===== config.mk =====
export PLATFORM = sky130hd
export DESIGN_NAME = uart_rx
export DESIGN_NICKNAME = d
export VERILOG_FILES = /design/src/rtl/uart_pkg.sv /design/src/rtl/uart_rx_sync.sv /design/src/rtl/uart_rx.sv
export SDC_FILE = /design/constraint.sdc
export NUM_CORES = 1
export LEC_CHECK = 0
export CORE_MARGIN = 4
export CORE_UTILIZATION = 50
export DETAILED_ROUTE_END_ITERATION = 8
export MAX_ROUTING_LAYER = met4
export PLACE_DENSITY = 0.75
export SLEW_MARGIN = 10
export SYNTH_ARGS = -nofsm -noshare
export SYNTH_HDL_FRONTEND = slang
export SYNTH_SLANG_ARGS = --single-unit

===== constraint.sdc =====
create_clock -name clk -period 1.9 [get_ports clk]
set_input_delay 0.19 -clock clk [delete_from_list [all_inputs] [get_ports clk]]
set_output_delay 0.19 -clock clk [all_outputs]
set_load 0.01 [all_outputs]

===== src/rtl/uart_pkg.sv =====
`default_nettype none
// ============================================================================
// Module      : uart_pkg
// Description : UART state encoding and baud arithmetic. The transmitter
//               imports this package too, so both sides derive identical
//               bit timing.
// Revision    : 1.0 - initial release
// ============================================================================
package uart_pkg;

    localparam int DATA_BITS = 8;

    typedef enum logic [2:0] {
        IDLE   = 3'd0,
        START  = 3'd1,
        DATA   = 3'd2,
        PARITY = 3'd3,
        STOP   = 3'd4,
        BREAK  = 3'd5
    } uart_state_e;

    // Whole clocks per bit period (integer division).
    function automatic int clks_per_bit(input int clk_rate, input int baud_rate);
        return clk_rate / baud_rate;
    endfunction

    // Counter value at which the start bit is checked at its midpoint.
    function automatic int half_bit(input int cpb);
        return (cpb / 2) - 1;
    endfunction

endpackage
`default_nettype wire


===== src/rtl/uart_rx_sync.sv =====
`default_nettype none
// ============================================================================
// Module      : uart_rx_sync
// Description : Two-flop synchroniser for an asynchronous pin. Both flops
//               reset to 1, which is the idle level of a UART line.
// Revision    : 1.0 - initial release
// ============================================================================
module uart_rx_sync (
    input  logic clk,
    input  logic reset,
    input  logic d_i,
    output logic q_o
);

    logic [1:0] sync_q;

    // Shift the pin through two flops to settle metastability.
    always_ff @(posedge clk or posedge reset) begin
        if (reset) begin
            sync_q <= 2'b11;
        end else begin
            sync_q <= {sync_q[0], d_i};
        end
    end

    assign q_o = sync_q[1];

endmodule
`default_nettype wire


===== src/rtl/uart_rx.sv =====
`default_nettype none
// ============================================================================
// Module      : uart_rx
// Description : 8N1 UART receiver, LSB first, mid-bit sampling, valid/ready
//               byte output with framing-error and overrun pulses.
//               Define UART_RX_PARITY_EN for 8E1 framing with parity_err.
// Revision    : 1.0 - initial release
// ============================================================================
module uart_rx
    import uart_pkg::*;
#(
    parameter int CLK_RATE  = 12000000,
    parameter int BAUD_RATE = 115200
) (
    input  logic       clk,
    input  logic       reset,
    input  logic       rx,
    output logic [7:0] rx_data,
    output logic       rx_valid,
    input  logic       rx_ready,
    output logic       rx_busy,
    output logic       frame_err,
    output logic       overrun,
    output logic       parity_err
);

    localparam int CLKS_PER_BIT = clks_per_bit(CLK_RATE, BAUD_RATE);
    localparam int HALF_BIT     = half_bit(CLKS_PER_BIT);
    localparam int CNT_W        = $clog2(CLKS_PER_BIT);
    localparam logic [CNT_W-1:0] CNT_WRAP = CNT_W'(CLKS_PER_BIT - 1);
    localparam logic [CNT_W-1:0] CNT_HALF = CNT_W'(HALF_BIT);
    localparam logic [2:0]       LAST_BIT = 3'(DATA_BITS - 1);

    logic rxs;

    uart_rx_sync u_sync (
        .clk   (clk),
        .reset (reset),
        .d_i   (rx),
        .q_o   (rxs)
    );

    uart_state_e      state_q, state_d;
    logic [CNT_W-1:0] cnt_q, cnt_d;
    logic [2:0]       bit_q, bit_d;
    logic [7:0]       shift_q, shift_d;
    logic [7:0]       data_q, data_d;
    logic             valid_q, valid_d;
    logic             busy_q, busy_d;
    logic             ferr_q, ferr_d;
    logic             ovr_q, ovr_d;
    logic             deliver;
    logic             par_ok;

`ifdef UART_RX_PARITY_EN
    logic par_q, par_d;
    logic perr_q, perr_d;

    // Even parity: data bits plus parity bit must XOR to zero.
    assign par_ok = ~(^{shift_q, par_q});
`else
    assign par_ok = 1'b1;
`endif

    // Next-state, sampling and error-pulse logic for the receive FSM.
    always_comb begin
        state_d = state_q;
        bit_d   = bit_q;
        shift_d = shift_q;
        ferr_d  = 1'b0;
        deliver = 1'b0;
`ifdef UART_RX_PARITY_EN
        par_d   = par_q;
        perr_d  = 1'b0;
`endif
        case (state_q)
            IDLE: begin
                if (!rxs) state_d = START;
            end
            START: begin
                // A start bit that is high again at its midpoint was a glitch.
                if (cnt_q == CNT_HALF) begin
                    state_d = rxs ? IDLE : DATA;
                    bit_d   = 3'd0;
                end
            end
            DATA: begin
                if (cnt_q == CNT_WRAP) begin
                    shift_d = {rxs, shift_q[7:1]};
                    bit_d   = bit_q + 3'd1;
                    if (bit_q == LAST_BIT) begin
`ifdef UART_RX_PARITY_EN
                        state_d = PARITY;
`else
                        state_d = STOP;
`endif
                    end
                end
            end
`ifdef UART_RX_PARITY_EN
            PARITY: begin
                if (cnt_q == CNT_WRAP) begin
                    par_d   = rxs;
                    state_d = STOP;
                end
            end
`endif
            STOP: begin
                if (cnt_q == CNT_WRAP) begin
`ifdef UART_RX_PARITY_EN
                    perr_d = ~par_ok;
`endif
                    if (rxs) begin
                        deliver = par_ok;
                        state_d = IDLE;
                    end else begin
                        ferr_d  = 1'b1;
                        state_d = BREAK;
                    end
                end
            end
            BREAK: begin
                // Hold here until the line returns high so a break flags once.
                if (rxs) state_d = IDLE;
            end
            default: state_d = IDLE;
        endcase

        busy_d = (state_d != IDLE);
        // Counter restarts on every state change, otherwise free-runs and wraps.
        if (state_d != state_q)    cnt_d = '0;
        else if (cnt_q == CNT_WRAP) cnt_d = '0;
        else                        cnt_d = cnt_q + 1'b1;
    end

    // Output handshake: load a finished byte if the slot is free, else flag overrun.
    always_comb begin
        data_d  = data_q;
        valid_d = valid_q;
        ovr_d   = 1'b0;
        if (deliver) begin
            if (!valid_q || rx_ready) begin
                data_d  = shift_q;
                valid_d = 1'b1;
            end else begin
                ovr_d = 1'b1;
            end
        end else if (valid_q && rx_ready) begin
            valid_d = 1'b0;
        end
    end

    // State and datapath registers.
    always_ff @(posedge clk or posedge reset) begin
        if (reset) begin
            state_q <= IDLE;
            cnt_q   <= '0;
            bit_q   <= '0;
            shift_q <= '0;
            data_q  <= '0;
            valid_q <= 1'b0;
            busy_q  <= 1'b0;
            ferr_q  <= 1'b0;
            ovr_q   <= 1'b0;
        end else begin
            state_q <= state_d;
            cnt_q   <= cnt_d;
            bit_q   <= bit_d;
            shift_q <= shift_d;
            data_q  <= data_d;
            valid_q <= valid_d;
            busy_q  <= busy_d;
            ferr_q  <= ferr_d;
            ovr_q   <= ovr_d;
        end
    end

`ifdef UART_RX_PARITY_EN
    // Parity bit capture and parity-error pulse.
    always_ff @(posedge clk or posedge reset) begin
        if (reset) begin
            par_q  <= 1'b0;
            perr_q <= 1'b0;
        end else begin
            par_q  <= par_d;
            perr_q <= perr_d;
        end
    end

    assign parity_err = perr_q;
`else
    assign parity_err = 1'b0;
`endif

    assign rx_data   = data_q;
    assign rx_valid  = valid_q;
    assign rx_busy   = busy_q;
    assign frame_err = ferr_q;
    assign overrun   = ovr_q;

endmodule
`default_nettype wire


==> metrics.yaml, run 1 <==
die_w_um: 64.9
synth_cell_type_count: 39
netlist_area_sq_um: 1620
syn_nets: 144
fp.dieArea_sq_um: 4210
max_freq_ghz: 0.561
period_share_pct: 93.8
numCtsBuffers: 5
fin_area_sq_um: 1880
grt_start_max_net_pins: 36
overflow: 0
critPathTopFamily: "simple AND/OR/NAND/NOR gates"
layout.nets: 165
port_buffers: 15
status: "finished clean"
cp-start-kind: "flop"
postCtsSetupBuffers: 0
path_buf_inv: 0
drt_iter0_drc: 149
postPlaceCellArea_sq_um: 1820
cts_root_buf: "clkbuf_4"
slowest_stage: "dfrtp_1"
yosys_most_used_dff: "dfrtp_1"
vias: 1068
syn2layout_area_growth_pct: 16.2
diodes: 0
ys_seq_elements: 35
end_kind: "flop"
via_per_inst: 5.26
slew_viol_final: 0
postRouteWirelength_mm: 2.69
rsz0062_at_grt: "false"
clk_latency_ps: 330
synth-async-reset-ratio_pct: 100
setup_tns_ps: 0
wl_per_cell_um: 13.3
clk_pin_slew_worst_paths_ps: 110
hp-class: "primary input to async pin"
p_per_area_nw_per_um2: 619
grt_pass1_vias: 1123
crit_required_ps: 2120
path_cells: "ha_1 -> and3b_1 -> and2_4 -> nand4_2 -> mux2_2"
p_leak_uw: 0.000856
fin_skew_ps: 7.87
die_y_um: 64.9
core.rowCount: 20
synth.avg_cell_area_sq_um: 11.8
final_cell_mix: "33 x dfrtp_1, 19 x mux2_2, 15 x clkdlybuf4s50_1"
core_area_sq_um: 3080
drv_cap: 0
mostFrequentLayoutCell: "dfrtp_1"
yosys_warnings: 0
setup_violations: 0
cts_sinks: 35
cpPeakStageDelay_ps: 400
grt_pass1_wl_mm: 4.91
antenna_found_initial: 0
place_hpwl_mm: 2.01
final_antenna_net_count: 0
synth_edf_count: 0
critical_path_arrival_ps: 2000
seq_area_frac_synth_pct: 54.3
netlist_top_cells_area: "dfrtp_1 51%, mux2_2 13%, dfstp_2 3.3%, ha_1 2.3%, nor2_1 2.3%"
setup.worst_path.class: "flop to flop"
cts_tree: "done"
drive_above_1_share_pct: 24.5
period_minus_slack_ps: 1780
io_pins: 17
gp_congestion: 0.948
holdWs_ps: 235
htreeDepth: 2
first_pass_iters: 4
synth_area_leader_cell: "dfrtp_1"
postSynthCellCount: 137
synth_top_area_share_pct: 51.1
grtUsageTotal_pct: 15.6
ir_drop_v: 0.000467
clockBufferDepth: 2
hold_viol_final: 0
cp_max_fo: 8
drc: 0
initial_core_util_pct: 52.5
report_power, final:
part / internal (uW) / switching [uW] / leakage [uW]
Combinational: 8.20 / 16.2 / 0.000366
Sequential: 748 / 2.74 / 0.000462
Clock: 141 / 245 / 0.0000272
Total: 898 / 264 / 0.000856
sequential cells by signal (all words and copies together), names as in the netlist, 2 cells and up:
signal,count
rx_data,8
shift_q,8
cnt_q,7
bit_q,3
state_q,3
u_sync.sync_q,2
logic make-up (layout without fill, tap and decap cells):
| family | count (synthesis) | in the layout | synth area share [%] |
|---|---|---|---|
| AOI/OAI and AO/OA | 15 | 15 | 6.42 |
| xor gates and xnor gates | 5 | 5 | 2.71 |
| adders and majority gates | 3 | 3 | 2.32 |
| buffers and inverters | 13 | 35 | 4.26 |
| DFF | 35 | 35 | 54.3 |
| muxes | 19 | 19 | 13.2 |
| other | 1 | 1 | 0.232 |
| and+or+nand+nor | 46 | 46 | 16.5 |
metrics by stage:
stage,total power [uW],utilization (%),instances,setup slack (ps)
6_report,1160,61.0,203,119
5_1_grt,1220,61.0,203,1.50
4_1_cts,1180,61.0,203,117
3_5_place_dp,791,59.1,195,116
3_3_place_gp,791,59.1,195,104
2_1_floorplan,780,-,137,79.5
area by class of cell:
| class | count | area, sq um |
|---|---|---|
| clock buffers | 5 | 37.5 |
| multi-input cells | 89 | 669 |
| inverters | 6 | 22.5 |
| repair buffers | 21 | 195 |
| well taps | 44 | 55.1 |
| fillers | 265 | 1200 |
| clock inverters | 3 | 20.0 |
| flip-flops and latches | 35 | 878 |
Yosys cell counts (2+ instances only):
library cell and count:
dfrtp_1 33, nand4b_1 2, o22ai_1 2, dfstp_2 2, nor4_1 2, nor3_1 4, mux2_2 19, buf_6 2
ha_1 3, xnor2_1 3, and3b_1 2, xor2_1 2, nand3_1 6, clkbuf_1 3, a31oi_1 3, nand2b_1 4
a21oi_1 2, inv_1 6, o21a_1 2, nor2_1 10, nand2_1 7
worst register-to-register path, delay by kind of cell (launching register included):
kind / cells / cell delay [ps]
muxes: 1 / 360
DFF: 1 / 400
adders and majority gates: 1 / 220
and+or+nand+nor: 3 / 690
per-layer routing:
metal	GRT usage [%]	wire length (um)	vias up
li1	-	-	524
met2	24.9	1370	21
met3	3.81	103	7
met5	-	0	-
met4	7.12	50	0
met1	18.5	1160	516
timing repair:
item	4_1_cts	5_1_grt
resized for setup	0	1
hold buffers	0	0
setup endpoints to repair	0	1
path summary, 6_finish.rpt:
check | from | to | slack (ps) | cells past startpoint
min in group clk | rx | u_sync.sync_q[0] | 250 | 1
max | cnt_q[0] | rx_data[1] | 120 | 5
max reg2reg | cnt_q[0] | rx_data[1] | 120 | 5
max in group asynchronous | reset | u_sync.sync_q[0] | 1340 | 3
min reg2reg | u_sync.sync_q[0] | u_sync.sync_q[1] | 360 | 0
min | reset | shift_q[5] | 230 | 3
Note: power is estimated with default switching activity, not from simulation.
==> run 2: changes to the inputs <==
--- a/config.mk
+++ b/config.mk
@@ -10,6 +10,7 @@
 export DETAILED_ROUTE_END_ITERATION = 8
 export MAX_ROUTING_LAYER = met4
 export PLACE_DENSITY = 0.75
+export SKIP_CTS_REPAIR_TIMING = 1
 export SLEW_MARGIN = 10
 export SYNTH_ARGS = -nofsm -noshare
 export SYNTH_HDL_FRONTEND = slang
==> results of run 2 <==
Final layout, timing and power as in run 1 (identical DEF).
